===== src/rtl/ascon_aead128_host_seq.sv =====
// ascon_aead128_host_seq
//   Host-side sequencer for the ascon_aead128_core handshake. Converts a
//   byte-counted AD / data block stream into padded 128-bit core blocks,
//   frames core_start / core_valid_ad / core_valid_db_in, returns trimmed
//   output blocks and captures the tag.
// Ports
//   clk, rst                   clock, asynchronous active-high reset
//   msg_start                  begin a message (honoured in IDLE only)
//   s_valid/s_ready/s_data/s_bytes/s_is_ad/s_last   upstream block stream
//   core_start, core_valid_ad, core_valid_db_in, core_ad, core_db   to core
//   core_ready, core_valid_db_out, core_valid_tag, core_dout        from core
//   m_valid/m_data/m_bytes/m_last   output blocks (no backpressure)
//   tag_valid/tag              tag output
//   busy, err_proto, err_timeout    status (error flags are sticky)
module ascon_aead128_host_seq #(
  parameter int unsigned TIMEOUT_CYCLES = 32
) (
  input  logic         clk,
  input  logic         rst,
  input  logic         msg_start,
  input  logic         s_valid,
  output logic         s_ready,
  input  logic [127:0] s_data,
  input  logic [4:0]   s_bytes,
  input  logic         s_is_ad,
  input  logic         s_last,
  output logic         core_start,
  output logic         core_valid_ad,
  output logic         core_valid_db_in,
  output logic [127:0] core_ad,
  output logic [127:0] core_db,
  input  logic         core_ready,
  input  logic         core_valid_db_out,
  input  logic         core_valid_tag,
  input  logic [127:0] core_dout,
  output logic         m_valid,
  output logic [127:0] m_data,
  output logic [4:0]   m_bytes,
  output logic         m_last,
  output logic         tag_valid,
  output logic [127:0] tag,
  output logic         busy,
  output logic         err_proto,
  output logic         err_timeout
);

  typedef enum logic [2:0] {
    IDLE, INIT, FEED, PAD_AD, PAD_DB, WAIT_TAG
  } state_t;

  localparam logic [127:0] PAD_BLOCK = 128'h1;

  state_t       state;
  logic         ad_done;
  logic         core_start_q;
  logic [4:0]   meta_bytes;
  logic         meta_last;
  logic         meta_supp;
  logic [31:0]  tmo_cnt;

  logic         accept;
  logic         s_full;
  logic         ad_take;
  logic         last_strobe;
  logic         stalled;

  // Keep bytes below n, place 0x01 at byte n, zero above; n>=16 passes through.
  function automatic logic [127:0] pad_block(input logic [127:0] d, input logic [4:0] n);
    logic [127:0] r;
    r = '0;
    for (int unsigned i = 0; i < 16; i++) begin
      if (i < 32'(n))       r[8*i +: 8] = d[8*i +: 8];
      else if (i == 32'(n)) r[8*i +: 8] = 8'h01;
    end
    return r;
  endfunction

  function automatic logic [127:0] trim_block(input logic [127:0] d, input logic [4:0] n);
    logic [127:0] r;
    r = '0;
    for (int unsigned i = 0; i < 16; i++) begin
      if (i < 32'(n)) r[8*i +: 8] = d[8*i +: 8];
    end
    return r;
  endfunction

  always_comb begin
    s_ready          = core_ready && (state == FEED);
    accept           = s_valid && s_ready;
    s_full           = (s_bytes >= 5'd16);
    ad_take          = accept && s_is_ad && !ad_done;
    core_valid_ad    = (ad_take && (s_bytes != 5'd0)) || ((state == PAD_AD) && core_ready);
    core_valid_db_in = (accept && !s_is_ad) || ((state == PAD_DB) && core_ready);
    // core_start drops combinationally in the final data strobe's own cycle.
    last_strobe      = (accept && !s_is_ad && !s_full) || ((state == PAD_DB) && core_ready);
    core_start       = core_start_q && !last_strobe;

    core_ad = '0;
    if (state == PAD_AD)    core_ad = PAD_BLOCK;
    else if (core_valid_ad) core_ad = pad_block(s_data, s_bytes);

    core_db = '0;
    if (state == PAD_DB)       core_db = PAD_BLOCK;
    else if (core_valid_db_in) core_db = pad_block(s_data, s_bytes);

    stalled = (((state == INIT) || (state == FEED) || (state == PAD_AD) || (state == PAD_DB))
               && !core_ready)
              || ((state == WAIT_TAG) && !core_valid_tag);
  end

  always_ff @(posedge clk or posedge rst) begin
    if (rst) begin
      state        <= IDLE;
      ad_done      <= 1'b0;
      core_start_q <= 1'b0;
      meta_bytes   <= '0;
      meta_last    <= 1'b0;
      meta_supp    <= 1'b0;
      tmo_cnt      <= '0;
      m_valid      <= 1'b0;
      m_data       <= '0;
      m_bytes      <= '0;
      m_last       <= 1'b0;
      tag_valid    <= 1'b0;
      tag          <= '0;
      busy         <= 1'b0;
      err_proto    <= 1'b0;
      err_timeout  <= 1'b0;
    end else begin
      m_valid   <= 1'b0;
      tag_valid <= 1'b0;

      if (core_valid_db_out && !meta_supp) begin
        m_valid <= 1'b1;
        m_data  <= trim_block(core_dout, meta_bytes);
        m_bytes <= meta_bytes;
        m_last  <= meta_last;
      end

      if (core_valid_db_in) begin
        meta_bytes <= (state == PAD_DB) ? 5'd0 : s_bytes;
        meta_last  <= (state == FEED) && s_last;
        meta_supp  <= (state == PAD_DB);
      end

      tmo_cnt <= stalled ? tmo_cnt + 32'd1 : '0;

      unique case (state)
        IDLE: begin
          if (msg_start) begin
            core_start_q <= 1'b1;
            busy         <= 1'b1;
            err_proto    <= 1'b0;
            err_timeout  <= 1'b0;
            ad_done      <= 1'b0;
            state        <= INIT;
          end
        end
        INIT: begin
          if (core_ready) state <= FEED;
        end
        FEED: begin
          if (accept) begin
            if (s_is_ad && !ad_done) begin
              if (s_full) begin
                if (s_last) state <= PAD_AD;
              end else begin
                ad_done <= 1'b1;
                if (s_bytes == 5'd0 || !s_last) err_proto <= 1'b1;
              end
            end else if (s_is_ad) begin
              err_proto <= 1'b1;
            end else begin
              ad_done <= 1'b1;
              if (s_full) begin
                if (s_last) state <= PAD_DB;
              end else begin
                core_start_q <= 1'b0;
                state        <= WAIT_TAG;
                if (!s_last) err_proto <= 1'b1;
              end
            end
          end
        end
        PAD_AD: begin
          if (core_ready) begin
            ad_done <= 1'b1;
            state   <= FEED;
          end
        end
        PAD_DB: begin
          if (core_ready) begin
            core_start_q <= 1'b0;
            state        <= WAIT_TAG;
          end
        end
        WAIT_TAG: begin
          if (core_valid_tag) begin
            tag       <= core_dout;
            tag_valid <= 1'b1;
            busy      <= 1'b0;
            state     <= IDLE;
          end
        end
        default: state <= IDLE;
      endcase

      // Abort overrides whatever the state machine chose this cycle.
      if (stalled && (tmo_cnt + 32'd1 >= TIMEOUT_CYCLES)) begin
        err_timeout  <= 1'b1;
        core_start_q <= 1'b0;
        busy         <= 1'b0;
        tmo_cnt      <= '0;
        state        <= IDLE;
      end
    end
  end

endmodule


===== config.mk =====
export PLATFORM = sky130hd
export DESIGN_NAME = ascon_aead128_host_seq
export DESIGN_NICKNAME = d
export VERILOG_FILES = /design/src/rtl/ascon_aead128_host_seq.sv
export SDC_FILE = /design/constraint.sdc
export NUM_CORES = 1
export LEC_CHECK = 0
export CORE_AREA = 2 2 312 314
export CTS_CLUSTER_SIZE = 12
export DETAILED_ROUTE_END_ITERATION = 8
export DIE_AREA = 0 0 314 316
export GPL_ROUTABILITY_DRIVEN = 0
export HOLD_SLACK_MARGIN = 0.08
export PLACE_DENSITY_LB_ADDON = 0.05
export SETUP_SLACK_MARGIN = 0.4
export SLEW_MARGIN = 30
export SYNTH_ARGS = -nofsm -noshare
export SYNTH_HDL_FRONTEND = slang
export SYNTH_SLANG_ARGS = --single-unit

===== constraint.sdc =====
create_clock -name clk -period 17.2 [get_ports clk]
set_clock_uncertainty 0.05 [all_clocks]
set_input_delay 2.58 -clock clk [delete_from_list [all_inputs] [get_ports clk]]
set_output_delay 2.58 -clock clk [all_outputs]
set_load 0.01 [all_outputs]

Word level (Yosys, flattened, before mapping)

Cells that the tools add are included.

Register bits after elaboration: 311
Input bits: 270
Output and inout port bits: 527
Word-level logic and storage cells: 239

$add $sub $neg: 1
$lt $le $gt $ge: 34
Equality and inequality tests: 40
Mux-type cells: 99
Reductions and logical operators: 49

Operators by type and width:

| operator              | number |
|---|---|
| $mux 128              | 4 |
| $mux 8                | 32 |
| $lt 4x5->1 const A    | 16 |
| $mux 32               | 2 |
| $mux 1                | 43 |
| $eq 4x5->1 const A    | 8 |
| $lt 3x5->1 const A    | 8 |
| $mux 3                | 12 |
| $add 32x1->32 const B | 1 |
| $ge 32x6->1 const B   | 1 |
| $ne 3x2->1 const B    | 8 |
| $eq 3x5->1 const A    | 4 |
| $lt 1x5->1 const A    | 4 |
| $lt 2x5->1 const A    | 4 |
| $logic_and 1x1->1     | 16 |
| $ne 4x3->1 const B    | 4 |
| $pmux 3 s5            | 1 |
| $reduce_and 7->1      | 2 |
| $eq 2x5->1 const A    | 2 |
| $ne 3x3->1 const B    | 3 |
| $reduce_and 9->1      | 1 |
| $logic_not 1->1       | 8 |
| $logic_or 1x1->1      | 8 |
| $eq 3x2->1 const B    | 2 |
| other kinds (20)      | 29 |

Depth between registers and ports, before layout

Gate-level depths: netlist (run 1).

Word-level depth: 9
Gate-level depth with buffers: 9
Mapped depth without buffers: 9

Least setup slack after synthesis (run 1)

OpenSTA, ideal clock, no wires.

Kind: input-to-output
Start point: input s_bytes[4]
End point: output core_ad[15]
Arrival time: 4.290 ns
Required time: 14.570 ns
Slack: 10.280 ns
Stages: 8
Buffers on the path: 3
Cells stage by stage: or2_2 clkbuf_1 or2_2 nor2_1 or3_1 clkbuf_1 clkbuf_1 nor2_1

Longest elaborated chain between the ends: 5
Elaborated cells between the ends (all ways): 7
Classes of those cells: order compare: 1; mux: 3; reduce/logical: 3

RTL lines:

| item                                                               | RTL line | RTL |
|---|---|---|
| from (decl)                                                        | 24       | `input logic [4:0] s_bytes,` |
| parallel branches: the longest is 3 deep, another holds $lt 1x5->1 | n/a      |  |
| $mux 128 (*)                                                       | 100      | `else if (core_valid_ad) core_ad = pad_block(s_data, s_bytes);` |
| $mux 128 (*)                                                       | 99       | `if (state == PAD_AD) core_ad = PAD_BLOCK;` |
| to (decl)                                                          | 30       | `output logic [127:0] core_ad,` |

Mark *: on every way between the ends.

Worst setup path after layout (run 1)

Start point: input s_bytes[4]
End point: output core_ad[84]

Longest elaborated chain between the ends: 5
Elaborated cells between the ends (all ways): 7
Classes of those cells: order compare: 1; mux: 3; reduce/logical: 3

RTL lines:

| item                                                               | RTL line |
|---|---|
| parallel branches: the longest is 3 deep, another holds $lt 4x5->1 | n/a |
| $mux 128 (*)                                                       | 100 |
| $mux 128 (*)                                                       | 99 |

Marked as above.

==> impl_metrics.yaml, run 1 <==
clocking:
  cts_made_buffers: 41
  clock_sinks: 311
  h-tree-depth: 2
  cts.clk_slew.worst_paths_ns: 0.05
  clock_latency_ns: 0.57
  ctsHoldBuffers: 0
  cts_setup_buffers: 0
  clock_path_buffers: 3
  cts_tree: "built"
  root_buffer: "clkbuf_16"
  cts_resized: 0
worst_hold_path:
  hold_path.class: "reg2reg"
  hold_path_depth: 2
placed_design:
  placed_area_um2: 23600
  portBuffers: 796
  dpl.hpwl_um: 74500
  dp_cells: 3584
logic_synthesis:
  synth-main-ff-cell: "dfrtp_1"
  synth_cell_type_count: 55
  ys_top_cells_by_area: "dfrtp_1 56%, nand2_1 13%, a22o_1 7.2%, and2_1 5.6%, nor2_1 4.0%"
  syn_area_per_cell_um2: 9.03
  synth_top_cell_area_share_pct: 55.5
  yosysWarnings: 0
  async_flop_share_pct: 100
  yosys_register_bits: 311
  syn_inst: 1553
  synth_area_um2: 14000
  synth_top_area_cell: "dfrtp_1"
  synth_enable_flop_cells: 0
  ys_seq_area_share_pct: 55.5
final_layout:
  multiInputGateArea_um2: 6000
  final-seq-area_um2: 7780
  layout_common_cells: "796 x clkdlybuf4s50_1, 495 x nand2_1, 311 x dfrtp_1"
  n_fill_cell: 10305
  final_common_cell: "clkdlybuf4s50_1"
  area_growth_pct: 78.4
  fin_nets: 2623
  final_cells: 3682
  drive_gt1_share_pct: 4.78
  design_area_um2: 25000
sta:
  max_freq_mhz: 111
  slew_viol_final: 0
  fin_crit_sh_pct: 52.3
  rsz0062_at_grt: "false"
  setup_viol: 0
  hold_violations: 0
  min_period_ns: 9.00
  worst_slew_pin_slew_ns: 0.968
  fin_tns_setup_ns: 0
  slew-limit-headroom_pct: 35.2
routing:
  ant_nets: 0
  finalWirelength_um: 94400
  wl_per_cell_um: 25.6
  drt_iter0_markers: 721
  viasPerCell: 3.96
  vias: 14594
  drc: 0
  firstDrtPassIters: 5
global_routing:
  grt_use_met2_pct: 33.3
  top_usage_layer: "met2"
  grt_max_degree: 117
  grtUsageMet1_pct: 19.0
  grt_pass1_vias: 15346
  track_usage_pct: 18.4
  met3_usage_pct: 5.62
  grt_pass1_wl_um: 128000
  antenna_found_initial: 33
  grt_overflow: 0
floorplanning:
  initial_core_util_pct: 14.6
  num_rows: 114
  fp.dieW_um: 314
  pin_count: 797
  die_area_um2: 99200
  die_h_um: 316
  core_um2: 96000
setup_path:
  cp_max_fo: 57
  criticalPathCategory: "in2out"
  crit_chain: "clkdlybuf4s50_1 > buf_4 > or2_2 > or2_2 > nor2_1 > or3_2 > buf_4 > nor2_1 > and2_1 > clkdlybuf4s50_1"
  cp_top_family: "simple AND/OR/NAND/NOR gates"
  ff2ff_setup_slack_ns: 14.07
  arrival_ns: 6.37
  worst-path-stages: 10
  crit_slowest_cell: "clkdlybuf4s50_1"
  critPathMaxStageDelay_ns: 0.54
  r2r_cells: 7
  crit_path_start_kind: "input pin"
  critPathRequiredTime_ns: 14.57
  crit_path_end_kind: "primary output"
  crit_start: "s_bytes[4]"
  r2r-start: "state[2]"
  critPathBufInv: 4
  endpoint: "core_ad[84]"
  r2r_end: "tag[13]"
power:
  p_leak_nw: 10.9
  vdd_drop_max_mv: 0.0617
  power_density_nw_per_um2: 134
run_status:
  status: "finished, final reports clean"
run:
  drv_cap: 0
==> cells by family (layout without fill, tap and decap cells) <==
group,count (synthesis),count (layout),share of synthesized area (%)
compound gates,227,227,12.1
xor+xnor,9,9,0.562
fa+ha+maj,1,1,0.0892
buf+inv,99,904,2.70
flops,311,311,55.5
mux,5,5,0.393
other cells,1,49,0.0267
simple gates,900,900,28.7
==> through the flow <==
| step | util (%) | power, mW | hold WS, ns | setup slack, ns |
|---|---|---|---|---|
| final | 26.1 | 3.35 | 0.415 | 8.20 |
| after global routing | 26.0 | 3.56 | 0.440 | 7.96 |
| after CTS | 26.0 | 3.44 | 0.421 | 8.14 |
| after detailed placement | 24.5 | 2.51 | 0.408 | 8.15 |
| after global placement | 24.5 | 2.50 | 0.404 | 8.25 |
| after floorplan | - | 1.62 | 0.389 | 5.97 |
==> worst min path at each step <==
stage	start	endpoint
after floorplan	meta_last	m_last
after global placement	m_data[122]	m_data[122]
after detailed placement	m_data[122]	m_data[122]
after CTS	m_data[121]	m_data[121]
after global routing	tag[12]	tag[12]
final	m_data[122]	m_data[122]
==> metal layers <==
layer / vias to the layer above / wire length, um
met1: 7064 / 33500
li1: 6787 / -
met3: 136 / 6730
met4: 0 / 4220
met2: 607 / 49900
met5: - / 0
==> worst min-delay path, cell delays in order (launching register included) <==
cell,delay [ns]
dfrtp_1,0.34
nand2_1,0.05
nand2_1,0.05
==> state kept, by name, summed over array words and instances, names as in the netlist <==
register / flops
ad_done: 1
busy: 1
core_start_q: 1
err_proto: 1
err_timeout: 1
m_bytes: 5
m_data: 128
m_last: 1
m_valid: 1
meta_bytes: 5
meta_last: 1
meta_supp: 1
state: 3
tag: 128
tag_valid: 1
tmo_cnt: 32
==> cells in the mapped netlist (6+ instances only) <==
cell type,count
inv_1,13
o21a_1,7
and3_1,41
buf_1,8
nand2_1,495
and2_1,125
or2_2,7
dfrtp_1,311
o21ai_0,35
nand3_1,22
a21oi_1,29
a31oi_1,8
clkbuf_1,75
nand2b_1,10
or4_1,7
nand4_1,11
nor2_1,150
xor2_1,6
nor3_1,14
a22o_1,116
==> cell type report <==
cell class                      instances  area share, %
Timing Repair Buffer                  816           32.5
Antenna cell                           22          0.220
Sequential cell                       311           31.1
Clock inverter                         11          0.450
Tap cell                             1276           6.38
Inverter                               13          0.255
Multi-Input combinational cell       1169           24.0
Clock buffer                           64           5.10
==> power breakdown <==
part | switching [mW] | total (mW) | internal [mW]
sequential | 0.183 | 1.18 | 0.992
combinational | 0.629 | 1.28 | 0.654
clock | 0.354 | 0.893 | 0.539
total | 1.17 | 3.35 | 2.19
Power figures use the tool's default switching activity.
==> run 2: changes to the inputs <==
==> constraint.sdc (replaced) <==
create_clock -name clk -period 8.7 [get_ports clk]
set_clock_uncertainty 0.05 [all_clocks]
set_input_delay 1.305 -clock clk [delete_from_list [all_inputs] [get_ports clk]]
set_output_delay 1.305 -clock clk [all_outputs]
set_load 0.01 [all_outputs]
==> impl_metrics.yaml, run 2 (synthesized netlist as in run 1, its figures left out) <==
run_status:
  status: "finished, final reports clean"
routing:
  drc: 0
  ant_nets: 0
  viasPerCell: 4.01
  vias: 14688
  finalWirelength_um: 94500
  firstDrtPassIters: 4
  wl_per_cell_um: 25.8
  drt_iter0_markers: 775
global_routing:
  track_usage_pct: 18.3
  grt_overflow: 0
  grt_pass1_vias: 15226
  grt_pass1_wl_um: 127000
  antenna_found_initial: 29
  grt_max_degree: 132
clocking:
  clock_latency_ns: 0.56
  cts_made_buffers: 40
  cts_resized: 0
  clock_path_buffers: 3
  cts_setup_buffers: 0
  cts.clk_slew.worst_paths_ns: 0.05
  ctsHoldBuffers: 0
  root_buffer: "clkbuf_16"
  h-tree-depth: 2
  clock_sinks: 311
  cts_tree: "built"
sta:
  worst_slew_pin_slew_ns: 0.950
  hold_violations: 0
  rsz0062_at_grt: "false"
  fin_tns_setup_ns: 0
  max_freq_mhz: 152
  fin_crit_sh_pct: 75.4
  min_period_ns: 6.56
  setup_viol: 0
  slew-limit-headroom_pct: 36.4
  slew_viol_final: 0
final_layout:
  drive_gt1_share_pct: 5.05
  multiInputGateArea_um2: 6030
  final_cells: 3664
  final-seq-area_um2: 7780
  area_growth_pct: 77.9
  fin_nets: 2621
  final_common_cell: "clkdlybuf4s50_1"
  layout_common_cells: "795 x clkdlybuf4s50_1, 495 x nand2_1, 311 x dfrtp_1"
  n_fill_cell: 10249
  top_regs: "m_data (128), tag (128), tmo_cnt (32)"
setup_path:
  crit_path_end_kind: "primary output"
  criticalPathCategory: "in2out"
  critPathRequiredTime_ns: 7.34
  cp_max_fo: 40
  arrival_ns: 5.20
  crit_path_start_kind: "input pin"
worst_hold_path:
  hold_path.class: "reg2reg"
placed_design:
  dp_cells: 3583
  portBuffers: 796
  dpl.hpwl_um: 74300
power:
  power_density_nw_per_um2: 263
  vdd_drop_max_mv: 0.115
  p_leak_nw: 10.8
floorplanning:
  core_um2: 96000
  die_area_um2: 99200
  pin_count: 797
  fp.dieW_um: 314
  die_h_um: 316
  initial_core_util_pct: 14.6
  num_rows: 114
run:
  drv_cap: 0
run 2: cell count changes in the layout (fill, tap and decap cells not counted), sizes merged, moves of 2 or more:
cell / previous run / this run
diode: 22 / 10
clkbuf: 65 / 61
clkinv: 9 / 5
clkinvlp: 0 / 2
run 2: through the flow:
stage / power [mW] / hold slack, ns / util [%] / cell area [um2] / worst slack [ns]
after floorplan: 3.20 / 0.389 / - / 14100 / 3.20
after global placement: 4.95 / 0.406 / 24.5 / 23500 / 2.25
after detailed placement: 4.96 / 0.409 / 24.6 / 23600 / 2.11
after CTS: 6.73 / 0.422 / 25.9 / 24900 / 2.10
after global routing: 6.97 / 0.440 / 26.0 / 24900 / 1.92
final: 6.57 / 0.414 / 26.0 / 24900 / 2.14
run 2: area by class of cell:
cell class	count	share of cell area [%]
timing repair buffer	815	32.7
sequential	311	31.2
multi-input combinational	1169	24.2
tap	1276	6.40
clock buffer	61	4.94
clock inverter	9	0.321
inverter	13	0.221
antenna	10	0.100
run 2: where the power goes:
part	leakage, nW	internal [mW]	switching, mW
clock	0.650	1.00	0.693
sequential	4.06	1.96	0.352
combinational	6.11	1.29	1.26
total	10.8	4.26	2.31
run 2: metal layers:
metal	global-route usage, %	share of wire [%]	up-vias
met5	0	0	-
met3	5.01	6.7	126
met4	7.04	3.5	0
met1	19.9	37	7202
li1	-	-	6752
met2	33.6	53	608
run 2: path summary, 6_finish.rpt:
path | slack [ns] | from | to | cells past startpoint
hold reg to reg | 0.41 | m_data[121] | m_data[121] | 2
setup / recovery | 2.14 | s_bytes[3] | core_ad[84] | 8
max in group asynchronous | 5.92 | rst | m_data[89] | 4
setup reg to reg | 5.48 | state[2] | tag[91] | 7
hold / removal | 0.41 | m_data[121] | m_data[121] | 2
min in group asynchronous | 1.17 | rst | m_data[18] | 3
run 2: worst max-delay path, cell delays in order:
cell             delay [ns]
clkdlybuf4s50_1        0.76
or2_2                  0.40
or2_2                  0.36
nor2_1                 0.14
or3_2                  0.81
nor2_1                 0.58
and2_1                 0.21
clkdlybuf4s50_1        0.57
